$ cat config.mk
export PLATFORM = sky130hd
export DESIGN_NAME = uart_tx_buffered
export DESIGN_NICKNAME = d
export VERILOG_FILES = /design/src/rtl/uart_pkg.sv /design/src/rtl/sync_fifo.sv /design/src/rtl/uart_tx_buffered.sv
export SDC_FILE = /design/constraint.sdc
export NUM_CORES = 1
export LEC_CHECK = 0
export BUFFER_PORTS_ARGS = -buffer_cell sky130_fd_sc_hd__buf_2
export CORE_ASPECT_RATIO = 0.6
export CORE_MARGIN = 10
export CORE_UTILIZATION = 47
export DETAILED_ROUTE_END_ITERATION = 8
export GPL_TIMING_DRIVEN = 0
export PLACE_DENSITY_LB_ADDON = 0.12
export SYNTH_ARGS = -nofsm -noshare
export SYNTH_HDL_FRONTEND = slang
export SYNTH_SLANG_ARGS = --single-unit
export TNS_END_PERCENT = 100
$ cat constraint.sdc
create_clock -name clk -period 3.7 [get_ports clk]
set_clock_uncertainty 0.05 [all_clocks]
set_input_delay 0.37 -clock clk [delete_from_list [all_inputs] [get_ports clk]]
set_output_delay 0.37 -clock clk [all_outputs]
set_load 0.01 [all_outputs]
$ cat src/rtl/uart_pkg.sv
// ---- uart_pkg: shared UART constants and FSM encoding (tx and rx). rev 1.0 ----
`default_nettype none

package uart_pkg;
  localparam int unsigned c_CLK_HZ    = 100_000_000;
  localparam int unsigned c_BAUD_RATE = 9600;
  // Rounded to nearest: 100e6 / 9600 = 10416.67 -> 10417.
  localparam int unsigned c_CLKS_PER_BIT_DEFAULT = (c_CLK_HZ + c_BAUD_RATE / 2) / c_BAUD_RATE;
  localparam int unsigned c_DATA_BITS = 8;

  typedef enum logic [1:0] {
    ST_IDLE  = 2'd0,
    ST_START = 2'd1,
    ST_DATA  = 2'd2,
    ST_STOP  = 2'd3
  } uart_state_t;
endpackage

`default_nettype wire

$ cat src/rtl/sync_fifo.sv
// ---- sync_fifo: single-clock FIFO with first-word fall-through read. rev 1.0 ----
`default_nettype none

module sync_fifo #(
  parameter int WIDTH      = 8,
  parameter int DEPTH_LOG2 = 4
) (
  input  logic                  clk,
  input  logic                  rst,
  input  logic                  wr_en,
  input  logic [WIDTH-1:0]      wr_data,
  input  logic                  rd_en,
  output logic [WIDTH-1:0]      rd_data,
  output logic                  full,
  output logic                  empty,
  output logic [DEPTH_LOG2:0]   count
);
  localparam int c_DEPTH = 1 << DEPTH_LOG2;
  localparam logic [DEPTH_LOG2:0] c_FULL = {1'b1, {DEPTH_LOG2{1'b0}}};

  logic [WIDTH-1:0]      r_mem [c_DEPTH];
  logic [DEPTH_LOG2-1:0] r_wr_ptr;
  logic [DEPTH_LOG2-1:0] r_rd_ptr;
  logic [DEPTH_LOG2:0]   r_count;
  logic                  w_rd;
  logic                  w_wr;

  // A pop in the same cycle frees the slot, so a write into a full FIFO still lands.
  assign w_rd = rd_en && !empty;
  assign w_wr = wr_en && (!full || w_rd);

  assign rd_data = r_mem[r_rd_ptr];
  assign full    = (r_count == c_FULL);
  assign empty   = (r_count == '0);
  assign count   = r_count;

  always_ff @(posedge clk) begin
    if (w_wr) begin
      r_mem[r_wr_ptr] <= wr_data;
    end
  end

  always_ff @(posedge clk or posedge rst) begin
    if (rst) begin
      r_wr_ptr <= '0;
      r_rd_ptr <= '0;
      r_count  <= '0;
    end else begin
      if (w_wr) begin
        r_wr_ptr <= r_wr_ptr + DEPTH_LOG2'(1);
      end
      if (w_rd) begin
        r_rd_ptr <= r_rd_ptr + DEPTH_LOG2'(1);
      end
      case ({w_wr, w_rd})
        2'b10:   r_count <= r_count + (DEPTH_LOG2 + 1)'(1);
        2'b01:   r_count <= r_count - (DEPTH_LOG2 + 1)'(1);
        default: r_count <= r_count;
      endcase
    end
  end
endmodule

`default_nettype wire

$ cat src/rtl/uart_tx_buffered.sv
// ---- uart_tx_buffered: FIFO-buffered 8N1 UART transmitter driving RsTx. rev 1.0 ----
`default_nettype none

module uart_tx_buffered
  import uart_pkg::*;
#(
  parameter int CLKS_PER_BIT = c_CLKS_PER_BIT_DEFAULT,
  parameter int DEPTH_LOG2   = 4
) (
  input  logic                clk,
  input  logic                rst,
  input  logic                wr_en,
  input  logic [7:0]          wr_data,
  output logic                tx,
  output logic                busy,
  output logic                full,
  output logic                empty,
  output logic [DEPTH_LOG2:0] count,
  output logic                overflow
);
  localparam int c_BAUD_W = (CLKS_PER_BIT > 1) ? $clog2(CLKS_PER_BIT) : 1;
  localparam logic [c_BAUD_W-1:0] c_BAUD_LAST = c_BAUD_W'(CLKS_PER_BIT - 1);
  localparam int c_BIT_W = $clog2(c_DATA_BITS);
  localparam logic [c_BIT_W-1:0] c_LAST_BIT = c_BIT_W'(c_DATA_BITS - 1);

  uart_state_t          r_state;
  uart_state_t          w_state_nxt;
  logic [c_BAUD_W-1:0]  r_baud;
  logic [c_BIT_W-1:0]   r_bit;
  logic [7:0]           r_shift;
  logic                 r_tx;
  logic                 r_overflow;
  logic                 w_tx_nxt;
  logic                 w_pop;
  logic                 w_bit_done;
  logic [7:0]           w_rd_data;
  logic                 w_full;
  logic                 w_empty;

  sync_fifo #(
    .WIDTH      (8),
    .DEPTH_LOG2 (DEPTH_LOG2)
  ) u_fifo (
    .clk     (clk),
    .rst     (rst),
    .wr_en   (wr_en),
    .wr_data (wr_data),
    .rd_en   (w_pop),
    .rd_data (w_rd_data),
    .full    (w_full),
    .empty   (w_empty),
    .count   (count)
  );

  assign w_pop      = (r_state == ST_IDLE) && !w_empty;
  assign w_bit_done = (r_baud == c_BAUD_LAST);

  always_comb begin
    w_state_nxt = r_state;
    w_tx_nxt    = 1'b1;
    case (r_state)
      ST_IDLE: begin
        if (!w_empty) begin
          w_state_nxt = ST_START;
        end
      end
      ST_START: begin
        w_tx_nxt = 1'b0;
        if (w_bit_done) begin
          w_state_nxt = ST_DATA;
        end
      end
      ST_DATA: begin
        w_tx_nxt = r_shift[0];
        if (w_bit_done && (r_bit == c_LAST_BIT)) begin
          w_state_nxt = ST_STOP;
        end
      end
      ST_STOP: begin
        if (w_bit_done) begin
          w_state_nxt = ST_IDLE;
        end
      end
      default: w_state_nxt = ST_IDLE;
    endcase
  end

  // tx is registered from the current state, so the line lags the FSM by one clock.
  always_ff @(posedge clk or posedge rst) begin
    if (rst) begin
      r_state    <= ST_IDLE;
      r_baud     <= '0;
      r_bit      <= '0;
      r_shift    <= '0;
      r_tx       <= 1'b1;
      r_overflow <= 1'b0;
    end else begin
      r_state <= w_state_nxt;
      r_tx    <= w_tx_nxt;

      if ((r_state == ST_IDLE) || (w_state_nxt != r_state) || w_bit_done) begin
        r_baud <= '0;
      end else begin
        r_baud <= r_baud + c_BAUD_W'(1);
      end

      if (w_pop) begin
        r_shift <= w_rd_data;
      end else if ((r_state == ST_DATA) && w_bit_done) begin
        r_shift <= {1'b0, r_shift[7:1]};
      end

      if (r_state == ST_START) begin
        r_bit <= '0;
      end else if ((r_state == ST_DATA) && w_bit_done) begin
        r_bit <= r_bit + c_BIT_W'(1);
      end

      if (wr_en && w_full && !w_pop) begin
        r_overflow <= 1'b1;
      end
    end
  end

  assign tx       = r_tx;
  assign busy     = (r_state != ST_IDLE);
  assign full     = w_full;
  assign empty    = w_empty;
  assign overflow = r_overflow;
endmodule

`default_nettype wire

Word level (Yosys, flattened, before mapping):

Memory sizes are Yosys's and may differ from the RTL's.
Index checks and enable logic that the tools add are counted.

* muxes and demuxes: 14
* reduce and logical (&&, ||, !) cells: 19
* add/sub/neg operators: 6
* equality and inequality tests: 9

Operators by type and width (count)
* $mux 8: 2
* $add 14x1->14 const B: 1
* $eq 14x14->1 const B: 1
* $mux 14: 1
* $pmux 5 s2: 1
* $add 4x1->4 const B: 2
* $mux 2: 4
* $pmux 2 s4: 1
* $reduce_bool 2->1: 4
* $logic_and 1x1->1: 7
* $eq 2x2->1 const B: 3
* $mux 3: 2
* $add 5x1->5 const B: 1
* $eq 5x5->1 const B: 1
* $logic_not 5->1: 1
* $sub 5x1->5 const B: 1
* $eq 2x1->1 const B: 2
* $add 3x1->3 const B: 1
* $eq 3x3->1 const B: 1
* $logic_not 1->1: 3
* $logic_or 1x1->1: 3
* $logic_not 2->1: 1
* $mux 1: 2
* $ne 2x2->1: 1
* $pmux 1 s2: 1

* register bits: 42
* memories kept: 1
* bits of input ports: 11
* RAM bits: 128

Memories
* u_fifo.r_mem: words 16, bits a word 8, rd ports 1, clocked after memory_dff 0, wr ports 1, line sync_fifo.sv:21 `logic [WIDTH-1:0] r_mem [c_DEPTH];`

Logic depth before layout (Yosys ltp):

Gate-level depths: netlist (run 1).

* depth in word-level cells: 8
* depth in mapped cells: 13
* mapped depth without buffers: 12

Modules after synthesis:

A second synthesis (run 1) with hierarchy kept.

* cell total of the unflattened synthesis: 455
* area total of the unflattened synthesis: 7209.4 um^2

By module, submodules not included
* sync_fifo: times used 1, area an instance 5754.3 um^2, cells each 298
* uart_tx_buffered: times used 1, area an instance 1455.1 um^2, cells each 157

Worst setup path before layout (run 1):

No wires, ideal clock.

* kind: register to register
* start: register u_fifo.r_count[1] (netlist: u_fifo.count[1])
* end: register u_fifo.r_count[4] (netlist: u_fifo.count[4])
* arrival: 2.917 ns
* cell stages (with the launch flop): 13
* clock period less this slack: 3.093 ns
* buffers on the path: 1
* path slack: 0.607 ns
* data required time: 3.524 ns
* setup time: 0.126 ns
* cell sequence: dfrtp_1 > nor4_1 > nor2b_1 > or2_1 > buf_2 > inv_1 > ha_1 > ha_1 > nor2b_1 > o21ai_0 > a21oi_1 > or3b_2 > xnor2_1

* longest elaborated chain between the ends: 8
* elaborated cells on any way between the ends: 14
* classes of those cells: add/sub (2); eq/ne (3); mux (1); reduce/logical (8)

RTL lines
* start: declaration: line sync_fifo.sv:24 `logic [DEPTH_LOG2:0] r_count;`
* start signal: assignment: line sync_fifo.sv:56 `2'b10: r_count <= r_count + (DEPTH_LOG2 + 1)'(1);`
* start signal: assignment: line sync_fifo.sv:57 `2'b01: r_count <= r_count - (DEPTH_LOG2 + 1)'(1);`
* start signal: assignment: line sync_fifo.sv:58 `default: r_count <= r_count;`
* $logic_not 5->1 *: line sync_fifo.sv:34 `assign empty = (r_count == '0);`
* named net empty: line uart_tx_buffered.sv:17 `output logic empty,`
* $logic_not 1->1 *
* $logic_and 1x1->1: line uart_tx_buffered.sv:55 `assign w_pop = (r_state == ST_IDLE) && !w_empty;`
* $logic_and 1x1->1 *: line sync_fifo.sv:29 `assign w_rd = rd_en && !empty;`
* named net u_fifo.w_rd: line sync_fifo.sv:25 `logic w_rd;`
* $logic_or 1x1->1: line sync_fifo.sv:30 `assign w_wr = wr_en && (!full || w_rd);`
* $logic_and 1x1->1: line sync_fifo.sv:30
* $eq 2x1->1 / $eq 2x2->1 (equally long branches): line sync_fifo.sv:55 `case ({w_wr, w_rd})`
* $pmux 5 s2 / $reduce_bool 2->1 (equally long branches)

Mark *: on every way through the listed nets, which the timed path passes. The rest lies on a longest branch.
A chain may end at the register's enable or synchronous reset.

Worst setup path after layout (run 1):

* start: register r_state[1]
* end: register u_fifo.r_count[4] (netlist: u_fifo.count[4])

* longest elaborated chain between the ends: 7
* elaborated cells on any way between the ends: 9
* classes of those cells: eq/ne (2); mux (1); reduce/logical (6)

RTL lines
* start: declaration: line uart_tx_buffered.sv:26 `uart_state_t r_state;`
* start signal: assignment: line uart_tx_buffered.sv:98 `r_state <= w_state_nxt;`
* $logic_not 2->1 *: line uart_tx_buffered.sv:55
* $logic_and 1x1->1 *: line uart_tx_buffered.sv:55
* $logic_and 1x1->1 *: line sync_fifo.sv:29
* $logic_or 1x1->1: line sync_fifo.sv:30
* $logic_and 1x1->1: line sync_fifo.sv:30
* $eq 2x1->1 / $eq 2x2->1 (equally long branches): line sync_fifo.sv:55
* $pmux 5 s2 / $reduce_bool 2->1 (equally long branches)

Every way passes the cells marked *; elsewhere a longest branch is shown, timed or not.

==> results of run 1 <==
-- worst max-delay path by stage --
stage | endpoint | start | cells past startpoint
finish | u_fifo.count[4] | r_state[1] | 11
global route | u_fifo.count[4] | u_fifo.count[1] | 12
CTS | u_fifo.count[4] | u_fifo.count[1] | 12
detailed placement | u_fifo.count[4] | u_fifo.count[1] | 12
global placement | u_fifo.count[4] | u_fifo.count[0] | 12
floorplan | u_fifo.count[4] | u_fifo.count[1] | 12
-- sequential cells by signal, summed over array words and instances (netlist names) --
register,flops
overflow,1
r_baud,14
r_bit,3
r_shift,8
r_state,2
tx,1
u_fifo.count,5
u_fifo.r_mem,128
u_fifo.r_rd_ptr,4
u_fifo.r_wr_ptr,4
-- report_power, final --
group | total, mW | internal, mW | leakage [nW] | switching, mW
combinational | 0.724 | 0.268 | 0.923 | 0.456
clock | 1.93 | 1.15 | 0.312 | 0.785
sequential | 2.44 | 2.30 | 1.68 | 0.138
total | 5.10 | 3.72 | 2.92 | 1.38
-- worst max-delay path, stage by stage, from the launching register on --
cell      delay, ps
dfrtp_1         440
or2_0           230
clkbuf_1        170
a21boi_1        600
inv_1           110
ha_1            290
ha_1            340
nor2b_1         140
o21ai_0         210
a21oi_1         100
or3b_2          450
xnor2_1         140
-- cell type report --
class / count / area share
flip-flops and latches: 170 / 0.599
clock buffers: 17 / 0.0520
plain buffers: 21 / 0.0119
inverters: 15 / 0.00688
well taps: 198 / 0.0303
multi-input cells: 233 / 0.258
clock inverters: 15 / 0.0260
repair buffers: 22 / 0.0159
-- stage by stage --
stage	utilization	area, sq um	hold WS [ps]	total power [mW]
after floorplan	-	7130	412	2.90
after global placement	0.510	7480	396	3.14
after detailed placement	0.512	7510	292	3.18
after CTS	0.556	8160	133	5.11
after global routing	0.557	8180	141	5.32
final	0.557	8180	150	5.10
-- layer usage --
layer / up-vias / global-route usage / part of all wire
li1: 1740 / - / -
met1: 1962 / 0.232 / 0.50
met2: 81 / 0.218 / 0.43
met3: 12 / 0.0442 / 0.055
met4: 0 / 0.0346 / 0.0074
met5: - / 0 / 0
-- placed cells by master, fill, tap and decap left out, types with 6 or more instances in the layout --
cell | Yosys | routed
xor2_1 | 10 | 10
mux2_2 | 7 | 7
o211ai_2 | 7 | 7
nand3_1 | 18 | 18
o21ai_0 | 12 | 12
clkbuf_1 | 9 | 9
xnor2_1 | 13 | 13
nor2_1 | 33 | 33
buf_2 | 6 | 26
inv_1 | 15 | 14
dfrtp_1 | 41 | 41
mux2i_1 | 10 | 10
clkbuf_16 | 0 | 17
mux4_2 | 31 | 31
ha_1 | 13 | 13
nand2_1 | 32 | 32
edfxtp_1 | 128 | 128
nand4_1 | 6 | 6
-- synthesized netlist by cell type (all sizes together), types with 4 or more instances --
cell type,number
nand3,18
nand2,32
clkbuf,9
dfrtp,41
buf,12
xor2,10
mux2i,10
inv,15
nor2,33
edfxtp,128
mux4,31
ha,13
nand4,6
mux2,7
o21ai,12
o211ai,7
xnor2,13
nor3,4
-- cell families (layout without fill, tap and decap cells) --
kind of cell | count (synthesis) | count (layout) | synth area share
buffers and inverters | 36 | 90 | 0.0216
and+or+nand+nor | 114 | 114 | 0.0793
AOI/OAI and AO/OA | 34 | 34 | 0.0356
xor gates and xnor gates | 23 | 23 | 0.0283
muxes | 48 | 48 | 0.123
DFF | 170 | 170 | 0.687
adders and majority gates | 14 | 14 | 0.0256
-- what timing repair did --
| item | CTS | global route |
|---|---|---|
| hold buffers | 1 | 0 |
| endpoints found under the hold margin | 12 | 0 |
| endpoints found under the setup margin | 0 | 1 |
| gates resized for setup | 0 | 3 |
==> results.cfg, run 1 <==
[placed_design]
gp_congestion = 0.788
dp_hpwl_mm = 9.97
portBuffers = 20
post-place-ws_ps = 162
placed_cells = 658

[clock_tree]
cts_setup_buffers = 0
root_buffer = clkbuf_16
cts_buffer_depth = 2
cts_tree = done
htreeDepth = 4
cts_made_buffers = 17
clk_latency_ps = 430
clk_pin_slew_worst_paths_ps = 70
clock-sinks = 170

[power_and_ir_drop]
p_leak_nw = 2.92
powerDensity_nw_per_um2 = 623
ir_worst_vdd_mv = 0.312

[floorplan]
ios = 21
die_h_microns = 115
die_area_sq_um = 20700
rows = 34
start_util = 0.486
core-area_sq_um = 14700
die_w_microns = 179

[finish]
drive_gt1_frac = 0.243
fin_cells = 691
n_antenna_cell = 0
fillerInstances = 1192
multi_input_area_sq_um = 2110
register_area_sq_um = 4900
nets = 505
syn_to_final_growth_pct = 14.7

[logic_synthesis]
synth_top_area_cell = edfxtp_1
syn-cell-area_sq_um = 7130
async_reset_ff_frac = 0.247
ys_seq_area_frac = 0.687
synth_area_leaders = edfxtp_1 (54%), dfrtp_1 (14%), mux4_2 (9.8%), ha_1 (2.3%), nor2_1 (1.7%)
synth_cell_types = 48
synth_ff_type = edfxtp_1
synth_top_area_frac = 0.539
syn_inst = 439
synth-seq-cells = 170
synth_edf_count = 128
ys_warn_count = 0
avgSynthCellArea_sq_um = 16.2
synth_nets = 464

[job]
drv_cap = 0

[detailed_routing]
dr.pass1.iters = 5
routed_via_density = 5.49
num_vias = 3795
detail_route.iter0.violations = 395
routedWlPerCell_microns = 21.9
totalWireLength_mm = 15.1
final_antenna_net_count = 0
drc_errors = 0

[sta]
timing.fmax_mhz = 295
period_share = 0.915
hold_viol_final = 0
setup_viol = 0
min_period_ps = 3380
grt_setup_unrepaired = no
relSlewSlack = 0.340
tns_ps = 0
tightest_slew_ps = 984
fin_ws_ps = 315
slew_viol_final = 0

[global_route]
first_global_vias = 3951
antenna_found_initial = 0
overflow = 0
grt_use_total = 0.155
grt_max_degree = 31
grt_pass1_wl_mm = 23.5

[outcome]
status = complete, no violations

[critical_path]
reg2reg_from = r_state[1]
worstPathArrival_ps = 3650
rrSetupSlack_ps = 320
r2r_cells = 11
crit_type = register to register
path_max_fanout = 9
critPathLaunchType = register
crit_path_end_kind = register
worst_r2r_endpoint = u_fifo.count[4]
cp.required_ps = 3960

[worst_hold_path]
holdCritPathClass = input pin to register
worstHoldStart = wr_en
holdPathEnd = overflow
holdPathStages = 2
No activity file was read; power rests on OpenSTA's default activity.
==> run 2, diff against run 1 <==
CORE_ASPECT_RATIO = unset   (was 0.6)
TNS_END_PERCENT = 5   (was 100)
==> run 2 against run 1 <==
Net effect:
- critical path depth up 1
- sequential share of layout area up 0.55 points
- die area down 0.79%
- clock power down 8%
- wire length down 8.5%
- count of clock-buffer cells in the layout unchanged
- combinational power down 5.7%
- fmax up 2.1%
- utilization down 0.60 points
==> results.cfg, run 2 (synthesized netlist as in run 1, its figures left out) <==
[outcome]
status = complete, no violations

[critical_path]
worst_r2r_endpoint = u_fifo.count[4]
path_delay_family = simple AND/OR/NAND/NOR gates
cp_slowest_stage_delay_ps = 450
path_cells = nor4_1 -> nor2b_1 -> or2_1 -> buf_2 -> inv_1 -> ha_1 -> ha_1 -> nor2b_1 -> o21ai_0 -> a21oi_1 -> or3b_2 -> xnor2_1
r2r_cells = 12
critPathBufInv = 2
slowest_stage = or3b_2
cp.required_ps = 3960
crit_path_end_kind = register
path_max_fanout = 10
critPathLaunchType = register
reg2reg_from = u_fifo.count[0]
worstPathArrival_ps = 3570
rrSetupSlack_ps = 390
crit_type = register to register

[clock_tree]
clk_latency_ps = 420
cts_tree = done
cts_resized = 0
holdBufCountCts = 1
root_buffer = clkbuf_16
cts_setup_buffers = 0
clock-sinks = 170
clk_pin_slew_worst_paths_ps = 60
htreeDepth = 4
cts_made_buffers = 17
cts_buffer_depth = 2

[placed_design]
gp_congestion = 0.803
portBuffers = 20
dp_hpwl_mm = 9.28

[worst_hold_path]
holdPathStages = 2
holdPathEnd = overflow
holdCritPathClass = input pin to register
worstHoldStart = wr_en

[detailed_routing]
routedWlPerCell_microns = 20.4
totalWireLength_mm = 13.8
dr.pass1.iters = 4
routed_via_density = 5.46
drc_errors = 0
detail_route.iter0.violations = 237
num_vias = 3704
final_antenna_net_count = 0

[sta]
tns_ps = 0
hold_viol_final = 0
slew_viol_final = 0
min_period_ps = 3310
holdWs_ps = 149
period_share = 0.896
setup_viol = 0
grt_setup_unrepaired = no
timing.fmax_mhz = 302
tightest_slew_ps = 1300
relSlewSlack = 0.128

[power_and_ir_drop]
ir_worst_vdd_mv = 0.329
powerDensity_nw_per_um2 = 604
total_power_mw = 4.90
p_leak_nw = 2.89

[finish]
largest_register_ffs = 128
nets = 507
top_regs = u_fifo.r_mem: 128 flops, r_baud: 14 flops, r_shift: 8 flops
multi_input_area_sq_um = 2080
drive_gt1_frac = 0.232
register_area_sq_um = 4900
syn_to_final_growth_pct = 13.7
n_antenna_cell = 0
largest_register = u_fifo.r_mem
layout_common_cells = edfxtp_1 (128), dfrtp_1 (41), nor2_1 (33)
fillerInstances = 1179
layout_commonest_cell = edfxtp_1

[global_route]
grt_use_total = 0.145
grt_pass1_wl_mm = 21.9
antenna_found_initial = 0
first_global_vias = 3827
grt_max_degree = 33
overflow = 0

[floorplan]
core-area_sq_um = 14700
ios = 21
rows = 44
die_w_microns = 143
die_area_sq_um = 20500
start_util = 0.485
die_h_microns = 143

[job]
drv_cap = 0
run 2: cell types whose count changed in the layout (fill, tap and decap cells not counted):
| cell | delta |
|---|---|
| nor2b_1 | +1 |
| clkbuf_4 | +2 |
| nor4_2 | -1 |
| clkinv_1 | +1 |
| nor4_1 | +1 |
| inv_6 | -2 |
| nor2b_4 | -1 |
| clkinvlp_4 | +3 |
| nor3_2 | -4 |
| inv_8 | -2 |
| nor3_1 | +4 |
| clkinv_2 | +1 |
| bufinv_16 | -1 |
run 2: worst max path at each step:
| stage | start | to | slack [ps] | cells past startpoint |
|---|---|---|---|---|
| finish | u_fifo.count[0] | u_fifo.count[4] | 390 | 12 |
| global route | u_fifo.count[1] | u_fifo.count[4] | 110 | 12 |
| CTS | u_fifo.count[0] | u_fifo.count[4] | 350 | 12 |
| detailed placement | u_fifo.count[0] | u_fifo.count[4] | 360 | 12 |
| global placement | u_fifo.count[1] | u_fifo.count[4] | 380 | 12 |
| floorplan | u_fifo.count[1] | u_fifo.count[4] | 610 | 12 |
run 2: worst reg2reg max path, cell delays in order (launching register included):
cell and delay, ps:
dfrtp_1 430, nor4_1 310, nor2b_1 260, or2_1 130
buf_2 220, inv_1 160, ha_1 280, ha_1 340
nor2b_1 140, o21ai_0 190, a21oi_1 100, or3b_2 450
xnor2_1 130
run 2: layout make-up:
type	count	area share
repair buffers	24	0.0179
plain buffers	21	0.0120
clock inverters	15	0.0215
multi-input cells	233	0.257
clock buffers	17	0.0525
inverters	15	0.00695
flip-flops and latches	170	0.604
well taps	184	0.0284
run 2: per-stage QoR:
step	utilization	setup slack, ps	cells	instance area (sq um)
global route	0.551	111	679	8110
global placement	0.508	383	643	7460
detailed placement	0.509	363	644	7480
CTS	0.550	345	677	8090
floorplan	-	607	439	7130
finish	0.551	386	679	8110
run 2: power by group:
group,internal [mW],switching [mW],leakage [nW]
clock network,1.06,0.724,0.283
logic,0.261,0.422,0.925
registers,2.30,0.127,1.68
total,3.62,1.27,2.89
run 2: metal layers:
layer	global-route usage	routed length (microns)
met5	0	0
met4	0.0521	197
met3	0.0308	718
met2	0.222	6550
met1	0.200	6360
==> run 3, diff against run 2 <==
==> constraint.sdc (replaced) <==
create_clock -name clk -period 3.7 [get_ports clk]
set_clock_uncertainty 0.05 [all_clocks]
set_input_delay 0.185 -clock clk [delete_from_list [all_inputs] [get_ports clk]]
set_output_delay 0.185 -clock clk [all_outputs]
set_load 0.01 [all_outputs]
==> run 3 against run 2 <==
Net effect:
- final area is 0.12% higher
- total power hardly changed
- via count about the same
- sequential cell count unchanged
- worst hold slack worse by 45 ps
- die area did not move
- clock power about the same
- critical path depth stayed put
- worst setup slack worse by 1.3 ps
- combinational power is essentially flat
- sequential power barely moved
- critical path type unchanged
- largest power group unchanged
==> results.cfg, run 3 (synthesized netlist as in run 1, its figures left out) <==
[sta]
hold_viol_final = 0
setup_viol = 0
slew_viol_final = 0
min_period_ps = 3310
holdWs_ps = 104
fin_ws_ps = 385
timing.fmax_mhz = 302
period_share = 0.896
tns_ps = 0
tightest_slew_ps = 1300
relSlewSlack = 0.128
grt_setup_unrepaired = no

[power_and_ir_drop]
pwr-share-comb = 0.140
intPower_mw = 3.62
powerDensity_nw_per_um2 = 603
pwr-share-seq = 0.496
ir_worst_vdd_mv = 0.329
total_power_mw = 4.90
p_leak_nw = 2.90
switching_share = 0.260
power_frac_clock = 0.364
p_switching_mw = 1.27

[clock_tree]
cts_tree = done
clk_pin_slew_worst_paths_ps = 60
root_buffer = clkbuf_16
cts_setup_buffers = 0
clock-sinks = 170
htreeDepth = 4
clk_latency_ps = 420
cts_made_buffers = 17
cts_buffer_depth = 2

[global_route]
grt_pass1_wl_mm = 21.9
overflow = 0
grt_use_total = 0.145
antenna_found_initial = 0
grt_max_degree = 33
first_global_vias = 3833

[critical_path]
r2r_cells = 12
worstPathArrival_ps = 3570
crit_type = register to register
path_max_fanout = 10
crit_path_end_kind = register
critPathLaunchType = register
cp.required_ps = 3960

[floorplan]
core-area_sq_um = 14700
die_area_sq_um = 20500
die_w_microns = 143
die_h_microns = 143
rows = 44
ios = 21
start_util = 0.485

[detailed_routing]
final_antenna_net_count = 0
totalWireLength_mm = 13.8
detail_route.iter0.violations = 238
routedWlPerCell_microns = 20.3
dr.pass1.iters = 4
drc_errors = 0
num_vias = 3707
routed_via_density = 5.45

[outcome]
status = complete, no violations

[placed_design]
post-place-ws_ps = 363
placedInstanceArea_sq_um = 7480
placed_cells = 644
portBuffers = 20
gp_congestion = 0.803
dp_hpwl_mm = 9.28

[finish]
largest_register = u_fifo.r_mem
fin_cells = 680
largest_register_ffs = 128
fillerInstances = 1178
nets = 508
syn_to_final_growth_pct = 13.8
fin_area_sq_um = 8120
n_antenna_cell = 0
utilization = 0.552
drive_gt1_frac = 0.232
layout_common_cells = edfxtp_1 (128), dfrtp_1 (41), nor2_1 (33)
top_regs = u_fifo.r_mem: 128 flops, r_baud: 14 flops, r_shift: 8 flops
layout_commonest_cell = edfxtp_1

[worst_hold_path]
holdPathStages = 1
holdCritPathClass = input pin to register

[job]
drv_cap = 0
[run 3: cell types whose count changed in the layout (fill, tap and decap cells not counted)]
cell / delta
dlygate4sd3_1: +1
[run 3: what timing repair did]
item	CTS	global route
resized for setup	0	0
hold buffers	2	0
endpoints found under the hold margin	43	0
[run 3: path summary, 6_finish.rpt]
path	slack, ps	from	to
worst max-delay path	390	u_fifo.count[0]	u_fifo.count[4]
worst min-delay path	100	wr_data[7]	u_fifo.r_mem[3][7]
worst max register to register	390	u_fifo.count[0]	u_fifo.count[4]
worst min register to register	420	overflow	overflow
max in group asynchronous	2950	rst	r_baud[6]
min in group asynchronous	190	rst	r_shift[3]
[run 3: cell type report]
cell class / count / area (sq um) / share of cell area
inverter: 15 / 56.3 / 0.00694
buffer: 21 / 97.6 / 0.0120
clock inverter: 15 / 174 / 0.0214
multi-input combinational: 233 / 2080 / 0.256
timing repair buffer: 25 / 155 / 0.0191
tap: 184 / 230 / 0.0284
clock buffer: 17 / 425 / 0.0524
sequential: 170 / 4900 / 0.603
[run 3: power groups by stage]
| stage | registers, mW | clock network, mW | logic (mW) |
|---|---|---|---|
| 3_3_place_gp | 2.46 | 0 | 0.670 |
| 3_5_place_dp | 2.47 | 0 | 0.687 |
| 2_1_floorplan | 2.45 | 0 | 0.456 |
| 6_report | 2.43 | 1.78 | 0.684 |
| 5_1_grt | 2.46 | 1.91 | 0.771 |
| 4_1_cts | 2.43 | 1.81 | 0.693 |
[run 3: layer usage]
metal	routed length, microns	track usage	vias to the layer above
li1	-	-	1746
met5	0	0	-
met3	718	0.0308	17
met2	6550	0.222	72
met4	197	0.0521	0
met1	6370	0.200	1872
[run 3: worst max-delay path, cell delays in order, from the launching register on]
cell and delay [ps]:
dfrtp_1 430, nor4_1 310, nor2b_1 260, or2_1 130, buf_2 220, inv_1 160
ha_1 280, ha_1 340, nor2b_1 140, o21ai_0 190, a21oi_1 100, or3b_2 450
xnor2_1 130
